[src/rtl/ctrl_regfile_v2_if.sv]
// rtl/ctrl_regfile_v2_if.sv - register-access bus between serial front end and control register file
interface ctrl_regfile_v2_if;
   logic [6:0] reg_num;
   logic       reg_write;
   logic [7:0] reg_data_write;
   logic [7:0] reg_data_read;

   modport master (
      output reg_num,
      output reg_write,
      output reg_data_write,
      input  reg_data_read
   );

   modport slave (
      input  reg_num,
      input  reg_write,
      input  reg_data_write,
      output reg_data_read
   );
endinterface

[src/rtl/ctrl_regfile_v2.sv]
// rtl/ctrl_regfile_v2.sv - acquisition control register file with sticky status, reset pulser and LED PWM
module ctrl_regfile_v2 #(
   parameter int         NUM_CHANNELS = 16,
   parameter int         DIV_WIDTH    = 16,
   parameter int         PWM_BITS     = 18,
   parameter int         RST_PULSE    = 16,
   parameter logic [7:0] VERSION      = 8'h20
) (
   input  logic                    clk,
   input  logic                    rst_n,
   ctrl_regfile_v2_if.slave        bus,
   input  logic                    fifo_overflow,
   input  logic                    clklock,
   output logic                    led_out,
   output logic                    acq_enable,
   output logic                    acq_reset,
   output logic                    clock_select,
   output logic [DIV_WIDTH-1:0]    clock_divisor,
   output logic [NUM_CHANNELS-1:0] channel_enable
);

   localparam int DIV_BYTES = DIV_WIDTH / 8;
   localparam int CH_BYTES  = NUM_CHANNELS / 8;

   localparam logic [6:0] ADDR_VERSION = 7'h00;
   localparam logic [6:0] ADDR_STATUS  = 7'h01;
   localparam logic [6:0] ADDR_MODE    = 7'h02;
   localparam logic [6:0] ADDR_LED     = 7'h03;
   localparam int         ADDR_DIV0    = 4;
   localparam int         ADDR_CH0     = 16;

   // state registers
   logic                    lock_meta_q,     lock_meta_d;
   logic                    lock_sync_q,     lock_sync_d;
   logic                    ovf_sticky_q,    ovf_sticky_d;
   logic                    lock_lost_q,     lock_lost_d;
   logic                    acq_enable_q,    acq_enable_d;
   logic [7:0]              pulse_cnt_q,     pulse_cnt_d;
   logic                    clock_select_q,  clock_select_d;
   logic                    auto_stop_q,     auto_stop_d;
   logic [7:0]              brightness_q,    brightness_d;
   logic [DIV_WIDTH-1:0]    div_shadow_q,    div_shadow_d;
   logic [DIV_WIDTH-1:0]    clock_divisor_q, clock_divisor_d;
   logic [NUM_CHANNELS-1:0] channel_en_q,    channel_en_d;
   logic [PWM_BITS-1:0]     pwm_cnt_q,       pwm_cnt_d;

   // write strobes per register
   logic                    wr_status;
   logic                    wr_mode;
   logic                    wr_led;
   logic [DIV_BYTES-1:0]    wr_div_byte;
   logic [CH_BYTES-1:0]     wr_ch_byte;
   logic                    cfg_locked;
   logic                    pulse_active;
   logic                    lock_fall;
   logic [7:0]              wdata;

   assign wdata        = bus.reg_data_write;
   assign cfg_locked   = acq_enable_q;
   assign pulse_active = (pulse_cnt_q != 8'd0);
   // lock_sync is about to drop on this edge: it is 1 now and the first stage already saw 0
   assign lock_fall    = lock_sync_q & ~lock_meta_q;

   // address decode into per-register write strobes
   always_comb begin
      wr_status   = bus.reg_write && (bus.reg_num == ADDR_STATUS);
      wr_mode     = bus.reg_write && (bus.reg_num == ADDR_MODE);
      wr_led      = bus.reg_write && (bus.reg_num == ADDR_LED);
      wr_div_byte = '0;
      wr_ch_byte  = '0;
      for (int k = 0; k < DIV_BYTES; k++) begin
         wr_div_byte[k] = bus.reg_write && (bus.reg_num == 7'(ADDR_DIV0 + k));
      end
      for (int k = 0; k < CH_BYTES; k++) begin
         wr_ch_byte[k] = bus.reg_write && (bus.reg_num == 7'(ADDR_CH0 + k));
      end
   end

   // next-state for every register: sticky bits, enable, pulse counter, config, PWM
   always_comb begin
      lock_meta_d     = clklock;
      lock_sync_d     = lock_meta_q;
      ovf_sticky_d    = fifo_overflow | (ovf_sticky_q & ~(wr_status & wdata[0]));
      lock_lost_d     = lock_fall | (lock_lost_q & ~(wr_status & wdata[4]));
      acq_enable_d    = acq_enable_q;
      pulse_cnt_d     = pulse_cnt_q;
      clock_select_d  = clock_select_q;
      auto_stop_d     = auto_stop_q;
      brightness_d    = brightness_q;
      div_shadow_d    = div_shadow_q;
      clock_divisor_d = clock_divisor_q;
      channel_en_d    = channel_en_q;
      pwm_cnt_d       = pwm_cnt_q + 1'b1;

      // starting a reset pulse always drops acquisition, whatever b2 says
      if (wr_status) begin
         acq_enable_d = wdata[2] & ~wdata[3];
      end
      if (auto_stop_q && fifo_overflow) begin
         acq_enable_d = 1'b0;
      end

      if (wr_status && wdata[3]) begin
         pulse_cnt_d = 8'(RST_PULSE);
      end else if (pulse_active) begin
         pulse_cnt_d = pulse_cnt_q - 8'd1;
      end

      if (wr_mode) begin
         auto_stop_d = wdata[1];
         if (!cfg_locked) begin
            clock_select_d = wdata[0];
         end
      end

      if (wr_led) begin
         brightness_d = wdata;
      end

      // sample-path configuration is frozen while acquiring
      if (!cfg_locked) begin
         for (int k = 0; k < DIV_BYTES; k++) begin
            if (wr_div_byte[k]) begin
               div_shadow_d[8*k +: 8] = wdata;
            end
         end
         // the top byte commits the whole shadow so the divisor never shows a half-updated value
         if (wr_div_byte[DIV_BYTES-1]) begin
            clock_divisor_d = div_shadow_d;
         end
         for (int k = 0; k < CH_BYTES; k++) begin
            if (wr_ch_byte[k]) begin
               channel_en_d[8*k +: 8] = wdata;
            end
         end
      end
   end

   // register update with asynchronous clear of every flop
   always_ff @(posedge clk or negedge rst_n) begin
      if (!rst_n) begin
         lock_meta_q     <= 1'b0;
         lock_sync_q     <= 1'b0;
         ovf_sticky_q    <= 1'b0;
         lock_lost_q     <= 1'b0;
         acq_enable_q    <= 1'b0;
         pulse_cnt_q     <= 8'd0;
         clock_select_q  <= 1'b0;
         auto_stop_q     <= 1'b0;
         brightness_q    <= 8'd0;
         div_shadow_q    <= '0;
         clock_divisor_q <= '0;
         channel_en_q    <= '0;
         pwm_cnt_q       <= '0;
      end else begin
         lock_meta_q     <= lock_meta_d;
         lock_sync_q     <= lock_sync_d;
         ovf_sticky_q    <= ovf_sticky_d;
         lock_lost_q     <= lock_lost_d;
         acq_enable_q    <= acq_enable_d;
         pulse_cnt_q     <= pulse_cnt_d;
         clock_select_q  <= clock_select_d;
         auto_stop_q     <= auto_stop_d;
         brightness_q    <= brightness_d;
         div_shadow_q    <= div_shadow_d;
         clock_divisor_q <= clock_divisor_d;
         channel_en_q    <= channel_en_d;
         pwm_cnt_q       <= pwm_cnt_d;
      end
   end

   // combinational read-back of the addressed register
   always_comb begin
      bus.reg_data_read = 8'h00;
      case (bus.reg_num)
         ADDR_VERSION: bus.reg_data_read = VERSION;
         ADDR_STATUS:  bus.reg_data_read = {3'b000, lock_lost_q, pulse_active,
                                            acq_enable_q, lock_sync_q, ovf_sticky_q};
         ADDR_MODE:    bus.reg_data_read = {6'b000000, auto_stop_q, clock_select_q};
         ADDR_LED:     bus.reg_data_read = brightness_q;
         default:      bus.reg_data_read = 8'h00;
      endcase
      for (int k = 0; k < DIV_BYTES; k++) begin
         if (bus.reg_num == 7'(ADDR_DIV0 + k)) begin
            bus.reg_data_read = div_shadow_q[8*k +: 8];
         end
      end
      for (int k = 0; k < CH_BYTES; k++) begin
         if (bus.reg_num == 7'(ADDR_CH0 + k)) begin
            bus.reg_data_read = channel_en_q[8*k +: 8];
         end
      end
   end

   // outputs; acq_reset also covers the time the block itself is held in reset
   assign acq_enable     = acq_enable_q;
   assign acq_reset      = pulse_active | ~rst_n;
   assign clock_select   = clock_select_q;
   assign clock_divisor  = clock_divisor_q;
   assign channel_enable = channel_en_q;
   assign led_out        = ~(pwm_cnt_q[PWM_BITS-1 -: 8] < brightness_q);

endmodule

[src/flat_wrapper.sv]
// flat-port wrapper written by rule: the top's interface ports become plain ports
module ctrl_regfile_v2_flat 
#(
   parameter int         NUM_CHANNELS = 16,
   parameter int         DIV_WIDTH    = 16,
   parameter int         PWM_BITS     = 18,
   parameter int         RST_PULSE    = 16,
   parameter logic [7:0] VERSION      = 8'h20
)
  (clk, rst_n, fifo_overflow, clklock, led_out, acq_enable, acq_reset, clock_select, clock_divisor, channel_enable, bus_reg_num, bus_reg_write, bus_reg_data_write, bus_reg_data_read);
  ctrl_regfile_v2_if bus_i ();
  input  logic clk;
  input  logic rst_n;
  input  logic fifo_overflow;
  input  logic clklock;
  output logic led_out;
  output logic acq_enable;
  output logic acq_reset;
  output logic clock_select;
  output logic [DIV_WIDTH-1:0] clock_divisor;
  output logic [NUM_CHANNELS-1:0] channel_enable;
  input wire logic [$bits(bus_i.reg_num)-1:0] bus_reg_num;
  input wire logic [$bits(bus_i.reg_write)-1:0] bus_reg_write;
  input wire logic [$bits(bus_i.reg_data_write)-1:0] bus_reg_data_write;
  output wire logic [$bits(bus_i.reg_data_read)-1:0] bus_reg_data_read;
  assign bus_i.reg_num = bus_reg_num;
  assign bus_i.reg_write = bus_reg_write;
  assign bus_i.reg_data_write = bus_reg_data_write;
  assign bus_reg_data_read = bus_i.reg_data_read;
  ctrl_regfile_v2 #(.NUM_CHANNELS(NUM_CHANNELS), .DIV_WIDTH(DIV_WIDTH), .PWM_BITS(PWM_BITS), .RST_PULSE(RST_PULSE), .VERSION(VERSION)) u_core (.clk(clk), .rst_n(rst_n), .bus(bus_i), .fifo_overflow(fifo_overflow), .clklock(clklock), .led_out(led_out), .acq_enable(acq_enable), .acq_reset(acq_reset), .clock_select(clock_select), .clock_divisor(clock_divisor), .channel_enable(channel_enable));
endmodule
[config.mk]
export PLATFORM = sky130hd
export DESIGN_NAME = ctrl_regfile_v2_flat
export DESIGN_NICKNAME = d
export VERILOG_FILES = /design/src/rtl/ctrl_regfile_v2_if.sv /design/src/rtl/ctrl_regfile_v2.sv /design/src/flat_wrapper.sv
export SDC_FILE = /design/constraint.sdc
export NUM_CORES = 1
export LEC_CHECK = 0
export BUFFER_PORTS_ARGS = -buffer_cell sky130_fd_sc_hd__buf_2
export CAP_MARGIN = 0
export CELL_PAD_IN_SITES_DETAIL_PLACEMENT = 1
export CELL_PAD_IN_SITES_GLOBAL_PLACEMENT = 2
export CORE_ASPECT_RATIO = 1.75
export CORE_UTILIZATION = 38
export CTS_CLUSTER_DIAMETER = 200
export DETAILED_ROUTE_END_ITERATION = 6
export PLACE_DENSITY_LB_ADDON = 0.05
export SYNTH_ARGS = -nofsm -noshare
export SYNTH_HDL_FRONTEND = slang
export SYNTH_SLANG_ARGS = --single-unit
[constraint.sdc]
create_clock -name clk -period 2.2 [get_ports clk]
set_input_delay 0.22 -clock clk [delete_from_list [all_inputs] [get_ports clk]]
set_output_delay 0.22 -clock clk [all_outputs]
set_load 0.005 [all_outputs]
# == After elaboration in Yosys (flattened, before gate mapping) ==
# Cells that the tools add are included.
# classes
n_addsub,2
n_mul,0
div_mod_pow,0
order_cmp,1
eq_ne,7
n_shift,0
muxes,11
bitwise,16
n_reduce_logical,17
# ops
operator,count
$mux W8,8
$pmux W8 S4,1
$add A18 B1 Y18 const B,1
$eq A7 B2 Y1 const B,2
$eq A7 B3 Y1 const B,2
$eq A7 B5 Y1 const B,2
$logic_and A1 B1 Y1,9
$lt A8 B8 Y1,1
$reduce_and A2 Y1,4
$reduce_bool A8 Y1,1
$sub A8 B1 Y8 const B,1
$eq A7 B1 Y1 const B,1
$logic_not A7 Y1,1
$not A1 Y1,7
$and A1 B1 Y1,6
$reduce_bool A2 Y1,2
$or A1 B1 Y1,3
$mux W1,2
# word_totals
reg_bits,89
latchBits,0
ramBits,0
romBits,0
in_bits,20
output_inout_bits,44
wordCells,68
mem_count,0

# == Logic depth before layout (Yosys ltp) ==
# depth
ltp_word,6
mapped_depth,7
depth_no_buf,6

# == Least setup slack after synthesis ==
# OpenSTA, ideal clock, no wires.
# synth_timing
path_type,flip-flop to output port
from,register u_core.pulse_cnt_q[0]
to,output bus_reg_data_read[3]
arrival_time_ps,1472
path_slack_ps,508
stages_incl_launch_ff,7
n_path_buf,0
path_cell_list,dfrtp_1 -> inv_1 -> ha_1 -> nor2b_1 -> nand3_1 -> o311a_1 -> a311o_1
# synth_via
elab_chain_cells,6
# synth_lines
element,line_no,source
start: declaration,ctrl_regfile_v2.sv:38,"logic [7:0] pulse_cnt_q, pulse_cnt_d;"
start signal: assignment,ctrl_regfile_v2.sv:161,pulse_cnt_q <= pulse_cnt_d;
$reduce_bool A8 Y1,ctrl_regfile_v2.sv:60,assign pulse_active = (pulse_cnt_q != 8'd0);
$pmux W8 S4,ctrl_regfile_v2.sv:175,case (bus.reg_num)
$mux W8 (2 in a row),ctrl_regfile_v2.sv:184,if (bus.reg_num == 7'(ADDR_DIV0 + k)) begin
$mux W8 (2 in a row),ctrl_regfile_v2.sv:189,if (bus.reg_num == 7'(ADDR_CH0 + k)) begin
end: declaration,flat_wrapper.sv:25,output wire logic [$bits(bus_i.reg_data_read)-1:0] bus_reg_data_read;
# No other way between the ends.

# == Worst setup path after layout ==
# Ends and elaborated chain as after synthesis.

==> results.json <==
{
  "hp-start": "fifo_overflow",
  "wl_met3_um": 312,
  "pwr_density_cell_nw_per_um2": 771,
  "synthCells": 393,
  "layout_min_cycle_time_ns": 2.15,
  "htree_levels": 3,
  "outcome": "finished with violations",
  "nets": 505,
  "drv_cap": 0,
  "first_iter_violations": 72,
  "ys_warn_count": 0,
  "cts_tree": "yes",
  "cp-start-kind": "register",
  "fmax_mhz": 464,
  "nFillCells": 1279,
  "grt_pass1_wl_um": 19800,
  "worstPathRequired_ns": 1.98,
  "cp_slowest_cell": "dfrtp_1",
  "core_region_area_um2": 11600,
  "hp-class": "input port to register",
  "ff2ff_path_depth": 6,
  "ys_seq_area_share_pct": 49.2,
  "dpl.hpwl_um": 9080,
  "grtUsageTotal_pct": 21.0,
  "critPathKind": "register to output pin",
  "pin_count": 64,
  "final_common_cell": "dfrtp_1",
  "drive_above_1_share_pct": 36.0,
  "ir_drop_mv": 0.514,
  "grt_pass1_vias": 3703,
  "start_util_pct": 39.1,
  "synth_cell_types": 63,
  "synth_seq_cells": 89,
  "hold_ws_ns": 0.0780,
  "hold_viol_final": 0,
  "violations": "DRC",
  "diodes": 0,
  "wirelength_um": 11900,
  "die-area_um2": 12400,
  "synthFlopType": "dfrtp_1",
  "wl_met1_um": 4760,
  "placed_area_um2": 5090,
  "synth-edff-count": 0,
  "setup_viol": 0,
  "worstPathCellList": "inv_2 > ha_4 > nor2b_4 > nand3_2 > o311a_1 > a311o_1 > buf_2",
  "remaining_drc_errors": 8,
  "dr_wl_met2_um": 6470,
  "cts_max_path_buffers": 2,
  "vias": 3318,
  "fin_area_um2": 5460,
  "rsz0062_at_grt": "yes",
  "grt_antenna_before_repair": 0,
  "post_drt_wl_per_cell_um": 19.3,
  "cts_made_buffers": 9,
  "reg2reg_to": "u_core.pulse_cnt_q[6]",
  "syn_avg_cell_area_um2": 11.5,
  "clock_skew_ns": 0.00734,
  "antenna_left": 0,
  "drt-pass1-iter-count": 6,
  "fp.dieH_um": 146,
  "area_growth_pct": 20.7,
  "highest_layer": "met4",
  "tightest_slew_ns": 0.686,
  "portBuffers": 63,
  "fin_crit_sh_pct": 97.9,
  "synth_area_um2": 4530,
  "clockRootBuffer": "clkbuf_16",
  "end_kind": "output pin",
  "holdPathEnd": "u_core.acq_enable",
  "crit_arrival_ns": 1.93,
  "die_w_um": 84.5,
  "worstPathMaxFanout": 3,
  "via_per_inst": 5.40,
  "r2r_start": "u_core.pulse_cnt_q[0]",
  "slowest_delay_ns": 0.40,
  "grt_max_degree": 54,
  "async_flop_share_pct": 100,
  "grt-ovfl-total": 0,
  "finalSetupTns_ns": 0,
  "rows": 52,
  "hold_depth": 2,
  "path_clk_slew_ns": 0.07,
  "syn_nets": 423,
  "cellLeakagePower_nw": 2.78,
  "gp_congestion": 0.793,
  "utilization_pct": 47.2,
  "layout_common_cells": "89 x dfrtp_1, 62 x buf_2, 47 x mux2_2, 25 x nand2_1",
  "rrSetupSlack_ns": 0.43,
  "total_power_mw": 4.21,
  "slew_violations": 0,
  "slew_headroom_pct": 54.3,
  "cts.sinks": 89,
  "insertion_delay_ns": 0.34
}
[layer usage]
metal,GRT usage (%),up-vias
met5,0,-
met4,8.73,0
met3,3.05,16
met2,37.6,50
met1,24.8,1666
li1,-,1586
[power by group]
group | internal (mW) | total [mW] | switching [mW]
Clock | 0.892 | 1.56 | 0.665
Combinational | 0.355 | 0.711 | 0.355
Sequential | 1.79 | 1.94 | 0.151
[timing repair]
action,4_1_cts,5_1_grt
gates cloned,0,0
resized for setup,7,0
buffers inserted,2,1
pin swaps,0,0
setup endpoints to repair,1,1
endpoints found under the hold margin,13,0
hold buffers,2,0
[synth_stat cells (3+ instances only)]
cell       n  area, um^2
a21boi_0   3        22.5
a21oi_1   12        60.1
a22o_1     3        26.3
and2_1     3        18.8
and3_1     7        43.8
and4_1     5        43.8
buf_2      9        45.0
clkbuf_1   3        11.3
dfrtp_1   89        2230
ha_1      10         125
inv_1     16        60.1
mux2_2    47         529
mux2_4     8         120
mux2i_1   15         150
nand2_1   25        93.8
nand2b_1   4        25.0
nand3_1   12        60.1
nand4_1    3        18.8
nand4b_1   3        26.3
nor2_1    20        75.1
nor2b_1    8        50.1
nor3_1     6        30.0
o21ai_0   16        80.1
or3_1      4        25.0
xnor2_1    8        70.1
xor2_1     8        70.1
[state kept, by name (all words and copies together) (netlist names)]
name / cells
u_core.acq_enable: 1
u_core.auto_stop_q: 1
u_core.brightness_q: 8
u_core.channel_enable: 16
u_core.clock_divisor: 16
u_core.clock_select: 1
u_core.div_shadow_q: 16
u_core.lock_lost_q: 1
u_core.lock_meta_q: 1
u_core.lock_sync_q: 1
u_core.ovf_sticky_q: 1
u_core.pulse_cnt_q: 8
u_core.pwm_cnt_q: 18
[worst max-delay path by stage]
stage                           from                    to  slack [ns]  depth (start not counted)
2_1_floorplan  u_core.pulse_cnt_q[0]  bus_reg_data_read[3]        0.51                          6
3_3_place_gp          bus_reg_num[3]  bus_reg_data_read[5]        0.11                          5
3_5_place_dp          bus_reg_num[3]  bus_reg_data_read[5]        0.11                          5
4_1_cts        u_core.pulse_cnt_q[0]  bus_reg_data_read[3]        0.03                          7
5_1_grt        u_core.pulse_cnt_q[0]  bus_reg_data_read[3]       -0.04                          7
6_report       u_core.pulse_cnt_q[0]  bus_reg_data_read[3]        0.05                          7
[cell type report]
type	count	area, um^2	area share (%)
multi-input combinational	273	2180	40.0
tap	135	169	3.09
clock buffer	9	225	4.12
clock inverter	7	76.3	1.40
timing repair buffer	86	520	9.53
inverter	16	60.1	1.10
sequential	89	2230	40.8
[cells by family after synthesis]
group,after synthesis,synth area share [%]
AOI/OAI and AO/OA,55,7.91
xor gates and xnor gates,16,3.10
adders and majority gates,10,2.76
buffers and inverters,31,3.07
DFF,89,49.2
muxes,70,17.7
and+or+nand+nor,122,16.3
[per-stage QoR]
step | setup WS [ns] | instances
after floorplan | 0.508 | 393
after global placement | 0.105 | 594
after detailed placement | 0.113 | 594
after CTS | 0.0291 | 614
after global routing | -0.0402 | 615
final | 0.0465 | 615
[worst max-delay path: cells and delay by family, from the launching register on]
kind,cells,cell delay [ns]
fa+ha+maj,1,0.14
simple gates,2,0.23
flops,1,0.40
compound gates,2,0.59
buf+inv,2,0.24
Note: power is estimated with default switching activity, not from simulation.
